$ cat config.mk
export PLATFORM = sky130hd
export DESIGN_NAME = match_controller
export DESIGN_NICKNAME = d
export VERILOG_FILES = /design/src/rtl/match_controller.sv
export SDC_FILE = /design/constraint.sdc
export NUM_CORES = 1
export LEC_CHECK = 0
export BUFFER_PORTS_ARGS = -buffer_cell sky130_fd_sc_hd__buf_2
export CELL_PAD_IN_SITES_DETAIL_PLACEMENT = 0
export CELL_PAD_IN_SITES_GLOBAL_PLACEMENT = 1
export CORE_MARGIN = 5
export CORE_UTILIZATION = 41
export CTS_CLUSTER_SIZE = 16
export DETAILED_ROUTE_END_ITERATION = 10
export GPL_TIMING_DRIVEN = 0
export PLACE_DENSITY = 0.87
export SYNTH_ARGS = -nofsm -noshare
export SYNTH_HDL_FRONTEND = slang
export SYNTH_SLANG_ARGS = --single-unit
$ cat constraint.sdc
create_clock -name game_clk -period 2.5 [get_ports game_clk]
set_clock_uncertainty 0.05 [all_clocks]
set_input_delay 0.25 -clock game_clk [delete_from_list [all_inputs] [get_ports game_clk]]
set_output_delay 0.25 -clock game_clk [all_outputs]
set_load 0.02 [all_outputs]
$ cat src/rtl/match_controller.sv
// match_controller
//   Rally/match sequencer for the Pong ball. It holds the ball at the serve
//   position, releases it after a serve delay, detects misses against the
//   court limits, keeps both scores, steps ball speed up as a rally grows,
//   and declares a winner. Clocked by game_clk, one tick per frame.
//
// Ports
//   game_clk   in   1  game tick clock
//   rst        in   1  synchronous, active-high reset
//   start      in   1  debounced start button (level; rising edge used)
//   ball_x     in  10  current ball x position
//   paddle_hit in   1  one-cycle pulse on a bounce off either paddle
//   ball_hold  out  1  1 = ball kept at serve position (0 only in PLAY)
//   serve_dir  out  1  0 = launch toward player 1 (left), 1 = toward player 2
//   speed      out  2  ball speed step, 0..MAX_SPEED
//   score_p1   out  4  player 1 score
//   score_p2   out  4  player 2 score
//   point      out  1  one-cycle pulse when a point is awarded
//   winner     out  2  00 none, 01 player 1, 10 player 2
//   state      out  3  IDLE=0 SERVE=1 PLAY=2 SCORED=3 OVER=4
module match_controller #(
  parameter int unsigned LEFT_LIMIT   = 8,
  parameter int unsigned RIGHT_LIMIT  = 632,
  parameter int unsigned SERVE_TICKS  = 60,
  parameter int unsigned POINT_TICKS  = 90,
  parameter int unsigned WIN_SCORE    = 7,
  parameter int unsigned SPEEDUP_HITS = 4,
  parameter int unsigned MAX_SPEED    = 3
) (
  input  logic       game_clk,
  input  logic       rst,
  input  logic       start,
  input  logic [9:0] ball_x,
  input  logic       paddle_hit,
  output logic       ball_hold,
  output logic       serve_dir,
  output logic [1:0] speed,
  output logic [3:0] score_p1,
  output logic [3:0] score_p2,
  output logic       point,
  output logic [1:0] winner,
  output logic [2:0] state
);

  typedef enum logic [2:0] {
    ST_IDLE   = 3'd0,
    ST_SERVE  = 3'd1,
    ST_PLAY   = 3'd2,
    ST_SCORED = 3'd3,
    ST_OVER   = 3'd4
  } state_t;

  localparam logic [9:0] LEFT_X     = 10'(LEFT_LIMIT);
  localparam logic [9:0] RIGHT_X    = 10'(RIGHT_LIMIT);
  localparam logic [7:0] SERVE_LOAD = 8'(SERVE_TICKS - 1);
  localparam logic [7:0] POINT_LOAD = 8'(POINT_TICKS - 1);
  localparam logic [3:0] WIN_PTS    = 4'(WIN_SCORE);
  localparam logic [3:0] HIT_WRAP   = 4'(SPEEDUP_HITS - 1);
  localparam logic [1:0] SPEED_MAX  = 2'(MAX_SPEED);

  // State is stored as a raw vector so the unused encodings 5..7 can be
  // held and decoded back to IDLE.
  logic [2:0] r_state;
  logic [7:0] r_timer;
  logic [3:0] r_hit_cnt;
  logic       r_start_d;
  logic       r_ball_hold;
  logic       r_serve_dir;
  logic [1:0] r_speed;
  logic [3:0] r_score_p1;
  logic [3:0] r_score_p2;
  logic       r_point;
  logic [1:0] r_winner;

  state_t     w_state;
  state_t     w_state_nxt;
  logic [7:0] w_timer_nxt;
  logic [3:0] w_hit_cnt_nxt;
  logic       w_serve_dir_nxt;
  logic [1:0] w_speed_nxt;
  logic [3:0] w_score_p1_nxt;
  logic [3:0] w_score_p2_nxt;
  logic       w_point_nxt;
  logic [1:0] w_winner_nxt;
  logic       w_ball_hold_nxt;
  logic       w_start_rise;
  logic       w_miss_l;
  logic       w_miss_r;
  logic       w_won;

  assign w_state      = state_t'(r_state);
  assign w_start_rise = start & ~r_start_d;
  assign w_miss_l     = (ball_x <= LEFT_X);
  assign w_miss_r     = (ball_x >= RIGHT_X);

  always_comb begin
    w_state_nxt     = w_state;
    w_timer_nxt     = r_timer;
    w_hit_cnt_nxt   = r_hit_cnt;
    w_serve_dir_nxt = r_serve_dir;
    w_speed_nxt     = r_speed;
    w_score_p1_nxt  = r_score_p1;
    w_score_p2_nxt  = r_score_p2;
    w_point_nxt     = 1'b0;
    w_winner_nxt    = r_winner;
    w_won           = 1'b0;

    case (w_state)
      ST_IDLE, ST_OVER: begin
        if (w_start_rise) begin
          w_state_nxt    = ST_SERVE;
          w_timer_nxt    = SERVE_LOAD;
          w_score_p1_nxt = '0;
          w_score_p2_nxt = '0;
          w_speed_nxt    = '0;
          w_hit_cnt_nxt  = '0;
          w_winner_nxt   = '0;
        end
      end

      ST_SERVE: begin
        if (r_timer == '0) w_state_nxt = ST_PLAY;
        else               w_timer_nxt = r_timer - 8'd1;
      end

      ST_PLAY: begin
        if (w_miss_l || w_miss_r) begin
          // A miss overrides any paddle hit in the same tick; left first.
          if (w_miss_l) begin
            w_score_p2_nxt  = r_score_p2 + 4'd1;
            w_serve_dir_nxt = 1'b0;
            w_won           = (w_score_p2_nxt == WIN_PTS);
          end else begin
            w_score_p1_nxt  = r_score_p1 + 4'd1;
            w_serve_dir_nxt = 1'b1;
            w_won           = (w_score_p1_nxt == WIN_PTS);
          end
          w_point_nxt   = 1'b1;
          w_speed_nxt   = '0;
          w_hit_cnt_nxt = '0;
          if (w_won) begin
            w_state_nxt  = ST_OVER;
            w_winner_nxt = w_miss_l ? 2'b10 : 2'b01;
          end else begin
            w_state_nxt = ST_SCORED;
            w_timer_nxt = POINT_LOAD;
          end
        end else if (paddle_hit) begin
          if (r_hit_cnt == HIT_WRAP) begin
            w_hit_cnt_nxt = '0;
            if (r_speed < SPEED_MAX) w_speed_nxt = r_speed + 2'd1;
          end else begin
            w_hit_cnt_nxt = r_hit_cnt + 4'd1;
          end
        end
      end

      ST_SCORED: begin
        if (r_timer == '0) begin
          w_state_nxt = ST_SERVE;
          w_timer_nxt = SERVE_LOAD;
        end else begin
          w_timer_nxt = r_timer - 8'd1;
        end
      end

      default: w_state_nxt = ST_IDLE;
    endcase

    w_ball_hold_nxt = (w_state_nxt != ST_PLAY);
  end

  always_ff @(posedge game_clk) begin
    // start_d follows start even during reset, so a button held through
    // reset is not mistaken for a fresh press once reset drops.
    r_start_d <= start;
    if (rst) begin
      r_state     <= ST_IDLE;
      r_timer     <= '0;
      r_hit_cnt   <= '0;
      r_ball_hold <= 1'b1;
      r_serve_dir <= 1'b1;
      r_speed     <= '0;
      r_score_p1  <= '0;
      r_score_p2  <= '0;
      r_point     <= 1'b0;
      r_winner    <= '0;
    end else begin
      r_state     <= w_state_nxt;
      r_timer     <= w_timer_nxt;
      r_hit_cnt   <= w_hit_cnt_nxt;
      r_ball_hold <= w_ball_hold_nxt;
      r_serve_dir <= w_serve_dir_nxt;
      r_speed     <= w_speed_nxt;
      r_score_p1  <= w_score_p1_nxt;
      r_score_p2  <= w_score_p2_nxt;
      r_point     <= w_point_nxt;
      r_winner    <= w_winner_nxt;
    end
  end

  assign ball_hold = r_ball_hold;
  assign serve_dir = r_serve_dir;
  assign speed     = r_speed;
  assign score_p1  = r_score_p1;
  assign score_p2  = r_score_p2;
  assign point     = r_point;
  assign winner    = r_winner;
  assign state     = r_state;

endmodule
==> flow_metrics.py <==
metrics = {
    "global_routing": {
        "antenna_found_initial": 0,
        "grt_pass1_vias": 1641,
        "grt_first_pass_wirelength_mm": 7.97,
        "grt_usage": 0.163,
        "grt-ovfl-total": 0,
        "grt_max_degree": 11,
    },
    "finish": {
        "nets": 264,
        "fin_cells": 297,
        "final_util": 0.491,
        "antenna_cells": 0,
        "stdcell_area_mm2": 0.00212,
        "drive_above_1_share": 0.245,
        "fillers": 455,
        "syn_to_final_growth_pct": 16.9,
    },
    "sta": {
        "finalSetupViolCount": 0,
        "tightest_slew_ns": 0.641,
        "relSlewSlack": 0.569,
        "hold_slack_ns": 0.0493,
        "min_period_ns": 2.26,
        "hold_viol_final": 0,
        "fmaxAchievable_mhz": 443,
        "finalMaxSlewViolations": 0,
        "fin_ws_ns": 0.245,
        "rsz0062_at_grt": "no",
        "finalSetupTns_ns": 0,
        "timing.final.crit_share": 0.902,
    },
    "pwr": {
        "finalPower_mw": 1.87,
        "peakVddDrop_mv": 0.330,
        "p_leak_nw": 0.859,
        "powerDensity_mw_per_mm2": 881,
    },
    "yosys": {
        "syn_inst": 208,
        "synth_nets": 227,
        "synth_ff_type": "dfxtp_1",
        "async_flop_share": 0,
        "syn_area_mm2": 0.00182,
        "synth_area_per_cell_um2": 8.73,
        "ys_ff_latch": 31,
        "synth_edf_count": 0,
        "synthDistinctLibCells": 52,
        "seq_area_frac_synth": 0.342,
        "yosysWarnings": 0,
    },
    "critical_path": {
        "cp_data_required_time_ns": 2.66,
        "cp_cell_sequence": "clkbuf_8, nor4b_4, or2_2, buf_6, o41ai_2, or3_1, a211oi_2",
        "crit_path_end_kind": "flop",
        "crit_path_top_delay_cell": "nor4b_4",
        "startpoint_type": "flop",
        "max_stage_delay_ns": 0.59,
        "r2r_start": "state[1]",
        "crit_path_start": "state[1]",
        "worstSetupPathType": "reg -> reg",
        "critPathArrivalTime_ns": 2.41,
        "crit_path_max_fanout": 9,
    },
    "status": {
        "status": "finished, final reports clean",
    },
    "run": {
        "max_cap_violations": 0,
    },
    "floorplan": {
        "die_x_um": 76.5,
        "num_rows": 24,
        "num_io_pins": 32,
        "dieArea_mm2": 0.00586,
        "die_height_um": 76.5,
        "initial_core_util": 0.420,
        "core_mm2": 0.00432,
    },
    "detailed_routing": {
        "wl_mm": 4.48,
        "dr.first_iter.drc_count": 83,
        "avgRoutedWirePerCell_um": 15.1,
        "dr.pass1.iters": 4,
        "vias": 1686,
        "dr.max_layer_used": "met4",
        "wl_met2_mm": 2.08,
        "ant_nets": 0,
        "vias_per_cell": 5.68,
        "drc": 0,
        "wl_met3_um": 167,
        "met1_length_mm": 2.18,
    },
    "place": {
        "placed_cells": 290,
        "place.gp.congestion": 0.843,
        "dp_hpwl_mm": 3.35,
        "placed_cell_area_mm2": 0.00203,
        "place_ws_ns": 0.226,
        "io_buffers": 30,
    },
    "clock_network": {
        "numCtsBuffers": 5,
        "clockBufferDepth": 2,
        "htreeDepth": 2,
        "clock_sinks": 31,
        "cts_tree": "yes",
        "clk_pin_slew_ns": 0.07,
        "insertion_delay_ns": 0.28,
        "root_buffer": "clkbuf_8",
        "hold_buffers": 0,
    },
    "min_path": {
        "min_path_type": "in -> reg",
        "min_from": "start",
    },
}
-- cell usage in the layout (no fill, tap or decap), types with 4 or more instances in the layout --
cell type / instances
nor2_1: 20
buf_2: 30
o21ai_0: 13
nand2_1: 13
nand2b_1: 4
ha_1: 5
nand3_1: 9
dfxtp_1: 31
nor4_1: 5
nor3_1: 11
a31oi_1: 4
inv_1: 8
or3_1: 6
a311oi_1: 4
a211oi_1: 5
a21oi_1: 13
clkbuf_8: 10
-- state kept, by name, indices dropped and copies added, names as in the netlist --
signal and flops:
r_timer 8, r_hit_cnt 4, score_p1 4, score_p2 4, state 3, speed 2
winner 2, ball_hold 1, point 1, r_start_d 1, serve_dir 1
-- worst max-delay path: cells and delay by family, from the launching register on --
family	cells	cell delay, ns
AND/OR/NAND/NOR	3	1.21
AO/OA/AOI/OAI	2	0.32
flip-flops	1	0.31
buffers and inverters	2	0.29
-- cell type report --
type / instances / area (um2) / area share
timing repair buffer: 30 / 150 / 0.0708
multi-input combinational: 160 / 1080 / 0.509
inverter: 8 / 30.0 / 0.0142
buffer: 9 / 88.8 / 0.0419
clock inverter: 1 / 5.00 / 0.00236
sequential: 31 / 621 / 0.292
tap: 52 / 65.1 / 0.0307
clock buffer: 6 / 82.6 / 0.0389
-- logic make-up after synthesis --
| logic type | after synthesis | synth area share |
|---|---|---|
| compound gates | 65 | 0.261 |
| simple gates | 85 | 0.272 |
| flops | 31 | 0.342 |
| fa+ha+maj | 5 | 0.0345 |
| buf+inv | 17 | 0.0655 |
| mux | 2 | 0.0110 |
| xor+xnor | 3 | 0.0145 |
-- cells in the mapped netlist (3+ instances only) --
cell	n	area share
a211oi_1	5	0.021
a21oi_1	14	0.039
a311oi_1	4	0.019
a31oi_1	4	0.014
clkbuf_1	3	0.0062
clkbuf_8	4	0.030
dfxtp_1	31	0.34
ha_1	5	0.034
inv_1	8	0.017
nand2_1	13	0.027
nand2b_1	4	0.014
nand3_1	9	0.025
nor2_1	20	0.041
nor3_1	11	0.030
nor4_1	5	0.017
o211ai_1	3	0.012
o21ai_0	13	0.036
or2_2	3	0.010
or3_1	6	0.021
xor2_1	3	0.014
-- worst paths after layout --
path / cells after the start / end / slack (ns)
hold / removal: 1 / r_start_d / 0.05
setup reg to reg: 7 / r_hit_cnt[3] / 0.24
setup / recovery: 7 / r_hit_cnt[3] / 0.24
hold reg to reg: 2 / score_p1[1] / 0.44
-- power breakdown --
part	internal [mW]	switching, mW
registers	0.568	0.0889
clock network	0.216	0.181
logic	0.324	0.492
total	1.11	0.762
-- metal layers --
metal  vias up  global-route usage
li1        862                   -
met1       778               0.226
met2        40               0.251
met3         6              0.0366
met4         0              0.0507
met5         -                   0
-- timing repair --
action	CTS	global route
hold endpoints to repair	0	0
setup endpoints to repair	0	2
resized for setup	0	1
buffers inserted	0	0
(Power assumes the default switching activity.)
